$ cat src/rtl/click_counter.sv
// click_counter
//
// Groups single-cycle press strobes from the debouncer into bursts. A burst
// closes when no press has arrived for WINDOW_CYCLES clocks, or as soon as
// it reaches MAX_CLICKS presses. At close, the number of presses is reported
// with a one-cycle click_valid_o pulse. click_cnt_o holds that number until
// the next report.
//
// Timing: if the last press of a burst is sampled at edge t and there are no
// presses at edges t+1 .. t+W (W = WINDOW_CYCLES), the report is made at
// edge t+W. A press sampled at that same edge wins: it is counted and the
// window restarts.
//
// state | meaning
// ------+-----------------------------------------------------------
// IDLE  | no burst open; waiting for the first press
// COUNT | burst open; counting presses and timing the quiet window
//
// Parameter constraints: MAX_CLICKS >= 1, WINDOW_CYCLES >= 2.

module click_counter #(
    parameter int  CLK_FREQ_MHZ   = 100,
    parameter int  WINDOW_TIME_US = 250_000,
    parameter int  MAX_CLICKS     = 4,
    localparam int WINDOW_CYCLES  = CLK_FREQ_MHZ * WINDOW_TIME_US,
    localparam int CNT_W          = $clog2(MAX_CLICKS + 1)
) (
    input  logic             clk_i,
    input  logic             rst_i,
    input  logic             key_pressed_stb_i,
    output logic             busy_o,
    output logic             click_valid_o,
    output logic [CNT_W-1:0] click_cnt_o
);

    localparam int TIMER_W = $clog2(WINDOW_CYCLES);

    localparam logic [TIMER_W-1:0] TIMER_LAST = TIMER_W'(WINDOW_CYCLES - 1);
    localparam logic [CNT_W-1:0]   CNT_MAX    = CNT_W'(MAX_CLICKS);
    localparam logic [CNT_W-1:0]   CNT_ONE    = CNT_W'(1);

    typedef enum logic {
        IDLE  = 1'b0,
        COUNT = 1'b1
    } state_t;

    state_t             state;
    logic [TIMER_W-1:0] timer;
    logic [CNT_W-1:0]   count;

    logic [CNT_W-1:0]   count_inc;
    logic               reach_max;
    logic               window_done;

    // Next count if the current strobe is taken, and the two burst-closing conditions.
    always_comb begin
        count_inc   = count + CNT_ONE;
        reach_max   = (count_inc == CNT_MAX);
        window_done = (timer == TIMER_LAST);
    end

    // Burst FSM with registered outputs; the count saturates at MAX_CLICKS by reporting there.
    always_ff @(posedge clk_i or posedge rst_i) begin
        if (rst_i) begin
            state         <= IDLE;
            timer         <= '0;
            count         <= '0;
            busy_o        <= 1'b0;
            click_valid_o <= 1'b0;
            click_cnt_o   <= '0;
        end else begin
            click_valid_o <= 1'b0;
            case (state)
                IDLE: begin
                    if (key_pressed_stb_i) begin
                        if (MAX_CLICKS == 1) begin
                            // A single press already fills the burst: report without opening one.
                            click_valid_o <= 1'b1;
                            click_cnt_o   <= CNT_ONE;
                        end else begin
                            count  <= CNT_ONE;
                            timer  <= '0;
                            state  <= COUNT;
                            busy_o <= 1'b1;
                        end
                    end
                end

                COUNT: begin
                    if (key_pressed_stb_i) begin
                        if (reach_max) begin
                            click_valid_o <= 1'b1;
                            click_cnt_o   <= count_inc;
                            count         <= '0;
                            timer         <= '0;
                            state         <= IDLE;
                            busy_o        <= 1'b0;
                        end else begin
                            count <= count_inc;
                            timer <= '0;
                        end
                    end else if (window_done) begin
                        click_valid_o <= 1'b1;
                        click_cnt_o   <= count;
                        count         <= '0;
                        timer         <= '0;
                        state         <= IDLE;
                        busy_o        <= 1'b0;
                    end else begin
                        timer <= timer + TIMER_W'(1);
                    end
                end

                default: begin
                    count  <= '0;
                    timer  <= '0;
                    state  <= IDLE;
                    busy_o <= 1'b0;
                end
            endcase
        end
    end

endmodule

$ cat config.mk
export PLATFORM = sky130hd
export DESIGN_NAME = click_counter
export DESIGN_NICKNAME = d
export VERILOG_FILES = /design/src/rtl/click_counter.sv
export SDC_FILE = /design/constraint.sdc
export NUM_CORES = 1
export LEC_CHECK = 0
export CORE_ASPECT_RATIO = 0.9
export CORE_MARGIN = 3
export CORE_UTILIZATION = 45
export CTS_CLUSTER_DIAMETER = 150
export DETAILED_ROUTE_END_ITERATION = 10
export SLEW_MARGIN = 20
export SYNTH_ARGS = -nofsm -noshare
export SYNTH_HDL_FRONTEND = slang
export SYNTH_SLANG_ARGS = --single-unit
$ cat constraint.sdc
create_clock -name clk_i -period 2.4 [get_ports clk_i]
set_input_delay 0.36 -clock clk_i [delete_from_list [all_inputs] [get_ports clk_i]]
set_output_delay 0.36 -clock clk_i [all_outputs]
set_load 0.01 [all_outputs]
# Word level (Yosys, flattened, before mapping)
# Index checks and enable logic that the tools add are counted.
word_totals:
  ff_bits: 34
  latchBits: 0
  ram_bits: 0
  mem_bits_ro: 0
  in_bits: 3
  mem_count: 0
op_classes:
  n_eq_ne: 6
  n_mul: 0
  shifts: 0
  order_cmp: 0
  reduce_logical: 4
  n_mux: 26
  div: 0
  n_addsub: 2
  bitwise_logic: 1
ops:
  columns: ["op", "count"]
  rows:
  - ["$mux 25", 3]
  - ["$pmux 25 s2", 1]
  - ["$add 25x1->25 const B", 1]
  - ["$eq 25x25->1 const B", 1]
  - ["$mux 3", 7]
  - ["$mux 1", 12]
  - ["$ne 3x2->1 const B", 2]
  - ["$pmux 3 s2", 1]
  - ["$reduce_and 3->1", 2]
  - ["$pmux 1 s2", 2]
  - ["$add 3x1->3 const B", 1]
  - ["$eq 3x3->1 const B", 1]
  - ["$ne 2x1->1 const B", 1]
  - ["$ne 2x2->1 const B", 1]
  - ["$reduce_and 2->1", 1]
  - ["$reduce_bool 2->1", 1]
  - ["$not 1->1", 1]

# Longest topological paths before layout
# Gate-level depths: netlist of the first run.
depth:
  word_depth: 5
  depth_mapped: 9

# Worst setup path after synthesis of the first run
# Ideal clock, no wire load.
synth_timing:
  kind: "reg-to-reg"
  startpoint: "register timer[0]"
  endpoint: "register count[0]"
  path_stages_with_launch: 9
  arrival_time_ns: 1.799
  slack_ns: 0.477
  t_required_ns: 2.276
  n_path_buf: 2
  cell_sequence: "dfrtp_1 -> ha_1 -> inv_1 -> or2_0 -> buf_2 -> or3_1 -> buf_2 -> a211o_1 -> o31a_1"
synth_between:
  elab_chain_len: 3
synth_lines:
  columns: ["element", "line", "source"]
  rows:
  - ["start, declared", "48", "logic [TIMER_W-1:0] timer;"]
  - ["start signal, assigned", "110", "timer <= timer + TIMER_W'(1);"]
  - ["$eq 25x25->1", "59", "window_done = (timer == TIMER_LAST);"]
  - ["$ne 3x2->1 (no line)", null, null]
  - ["$reduce_and 2->1 (no line)", null, null]
  - ["end signal, assigned", "99", "count <= count_inc;"]
  - ["end, declared", "49", "logic [CNT_W-1:0] count;"]
# Every way passes these cells.
# A chain may end at the register's enable or synchronous reset.

# Worst setup path after layout of the first run
layout_timing:
  startpoint: "register timer[6]"
  endpoint: "register timer[20]"
layout_between:
  elab_chain_len: 4
  elab_cells_between_ends: 5
  classes_between: "add/sub (1); eq/ne (1); mux (3)"
layout_lines:
  columns: ["element", "line", "source"]
  rows:
  - ["$add 25x1->25 or $eq 25x25->1 (tied branches)", "110, 59", null]
  - ["$mux 25 *", "102", "end else if (window_done) begin"]
  - ["$mux 25 *", "90", "if (key_pressed_stb_i) begin"]
  - ["$pmux 25 s2 *", "73", "case (state)"]
# Every way passes the cells marked *; elsewhere a longest branch is shown, timed or not.

==> reports/results.ini, run 1 <==
[power]
irDropWorstVdd_mv = 0.378
p_comb_frac = 0.249
pwr-share-clk = 0.276
leakage_nw = 0.916
p_per_area_mw_per_mm2 = 649
power_frac_seq = 0.475
switching_share = 0.311
power.internal_mw = 1.01
p_sw_mw = 0.453

[critical_path]
path_cells = nor4_1 -> nand4_1 -> or3_1 -> buf_4 -> a21oi_1 -> o21ai_0
crit_path_start_kind = flop
path_delay_family = simple AND/OR/NAND/NOR gates
path_buf_inv = 1
cp_slowest_stage_delay_ns = 0.59
worstSetupPathType = reg -> reg
slowest_stage = or3_1
ff2ff_path_depth = 6
cp.arrival_ns = 2.35
cp.required_ns = 2.56
cp.depth = 6
crit_fanout = 10
cp-end-kind = flop

[layout]
area_delta_synth_final_pct = 14.1
nFillCells = 378
final_common_cell = dfrtp_1
layoutNonFillerInstCount = 294
final_util = 0.541
most-common-layout-cells = 34 x dfrtp_1, 19 x nand2_1, 16 x buf_4, 15 x nor2_1, 14 x o21ai_0
drive_above_1_share = 0.120
ff_latch_area_um2 = 851
final_nets = 241
antenna_cells = 0
multi_input_area_mm2 = 0.00101

[yosys]
yosys_most_used_dff = dfrtp_1
post_synth_fa_ha_maj_area_fraction = 0.0254
synth_edf_count = 0
yosys.area_share.simple = 0.263
yosysWarnings = 0
synth_cells = 218
ys_types = 52
synth.avg_cell_area_um2 = 9.04
ys_ff_latch = 34
synthMuxAreaShare = 0.0108
synth_seq_area_share = 0.432
syn_nets = 225
synthArstFlopShare = 1.00
synth_compound_area_frac = 0.198
synthXorXnorAreaFrac = 0.0133
synth_top_family_by_area = simple AND/OR/NAND/NOR gates
syn_area_mm2 = 0.00197

[timing]
setup_ws_ns = 0.217
fin_worst_skew_ns = 0.00553
tightest_slew_ns = 0.469
clock.fmax_ghz = 0.458
rsz0062_at_grt = false
setup_tns_ns = 0
relSlewSlack = 0.684
final-setup-viol-count = 0
hold_violations = 0
slew_violations = 0
fin_crit_ns = 2.18
fin_crit_sh = 0.910

[status]
outcome = finished clean

[routing]
num_vias = 1813
drc_errors = 0
antenna_left = 0
firstDrtPassIters = 5
drt_wl_total_um = 5010
wire_per_inst_um = 17.0
dr.first_iter.drc_count = 142
vias_per_cell = 6.17

[floorplanning]
dieArea_mm2 = 0.00521
die_h_um = 68.8
design.core.area_mm2 = 0.00416
num_rows = 22
ioPinCount = 8
die_w_um = 75.8
initial_core_util = 0.474

[clock_network]
cts_resized = 0
insertion_delay_ns = 0.28
postCtsHoldBufs = 0
tritoncts = done
postCtsSetupBuffers = 0
cts-root-buf = clkbuf_8
cts_made_buffers = 5
cts.path.max_buffers = 2
htreeDepth = 2
cts.sinks = 34
clkTransAtPathRegs_ns = 0.07

[global_routing]
grt.total_usage = 0.210
met2_usage = 0.327
use_met1 = 0.298
grt-busiest-layer = met2
grt_max_degree = 35
grt_first_pass_wirelength_um = 8310
antenna_found_initial = 0
overflow = 0
grtUsageMet3 = 0.0420
grt_pass1_vias = 1683

[place]
dp_cells = 287
gp_congestion = 0.849
port_buffers = 7
dpl.hpwl_um = 3410
dp_slack_ns = 0.236

[hold_path]
hold_path_class = in -> async

[flow_run]
maxCapViolCount = 0

[cell families after synthesis]
| kind of cell | Yosys count |
|---|---|
| adder cells (fa/ha/maj) | 4 |
| buffers and inverters | 27 |
| AND/OR/NAND/NOR | 93 |
| multiplexers | 2 |
| XOR/XNOR | 3 |
| AO/OA/AOI/OAI | 55 |
| flip-flops | 34 |
[metal layers]
| layer | wire, um | share of wire |
|---|---|---|
| met1 | 2440 | 0.49 |
| met2 | 2330 | 0.46 |
| met3 | 208 | 0.042 |
| met4 | 37 | 0.0074 |
| met5 | 0 | 0 |
[cell usage after synthesis (4+ instances only)]
master    number  area share
nand3_1       13       0.033
nor4b_1        4       0.018
nand4_1        9       0.029
dfrtp_1       34        0.43
inv_1         12       0.023
o21ai_0       14       0.036
a21oi_1       10       0.025
a32o_1         4       0.020
ha_1           4       0.025
nand2_1       19       0.036
nor2_1        15       0.029
nor3_1         8       0.020
clkbuf_1       8       0.015
[tightest hold or removal path, delay by kind of cell]
family,cells,cell delay (ns)
buffers and inverters,3,0.84
[power groups by stage]
stage / combinational (mW) / clock, mW / sequential [mW]
floorplan: 0.192 / 0 / 0.708
global placement: 0.354 / 0 / 0.698
detailed placement: 0.362 / 0 / 0.703
CTS: 0.365 / 0.407 / 0.693
global route: 0.401 / 0.430 / 0.702
finish: 0.364 / 0.403 / 0.693
[through the flow]
stage	hold slack, ns	power [mW]	instance area (um^2)
finish	0.485	1.46	2250
global route	0.546	1.53	2250
CTS	0.506	1.46	2250
detailed placement	0.520	1.07	2170
global placement	0.502	1.05	2170
floorplan	0.502	0.901	1970
[final timing paths]
check                          startpoint  slack (ns)              to
max                              timer[6]        0.22       timer[20]
min                                 rst_i        0.49        count[0]
max reg2reg                      timer[6]        0.22       timer[20]
min reg2reg                click_cnt_o[0]        0.52  click_cnt_o[0]
max in group asynchronous           rst_i        1.61       timer[21]
min in group clk_i         click_cnt_o[0]        0.52  click_cnt_o[0]
[flip-flops by register name (all words and copies together), names as in the netlist]
signal         count
count              3
busy_o             1
state              1
click_valid_o      1
timer             25
click_cnt_o        3
[area by class of cell]
type	instances	area share
Timing Repair Buffer	23	0.0846
Sequential cell	34	0.378
Inverter	13	0.0217
Clock buffer	7	0.0339
Tap cell	60	0.0334
Multi-Input combinational cell	157	0.448
Power figures use the tool's default switching activity.
==> inputs of run 2 (changes only) <==
- CAP_MARGIN: unset -> 10
==> results of run 2 <==
Final layout, timing and power as in run 1 (identical DEF).
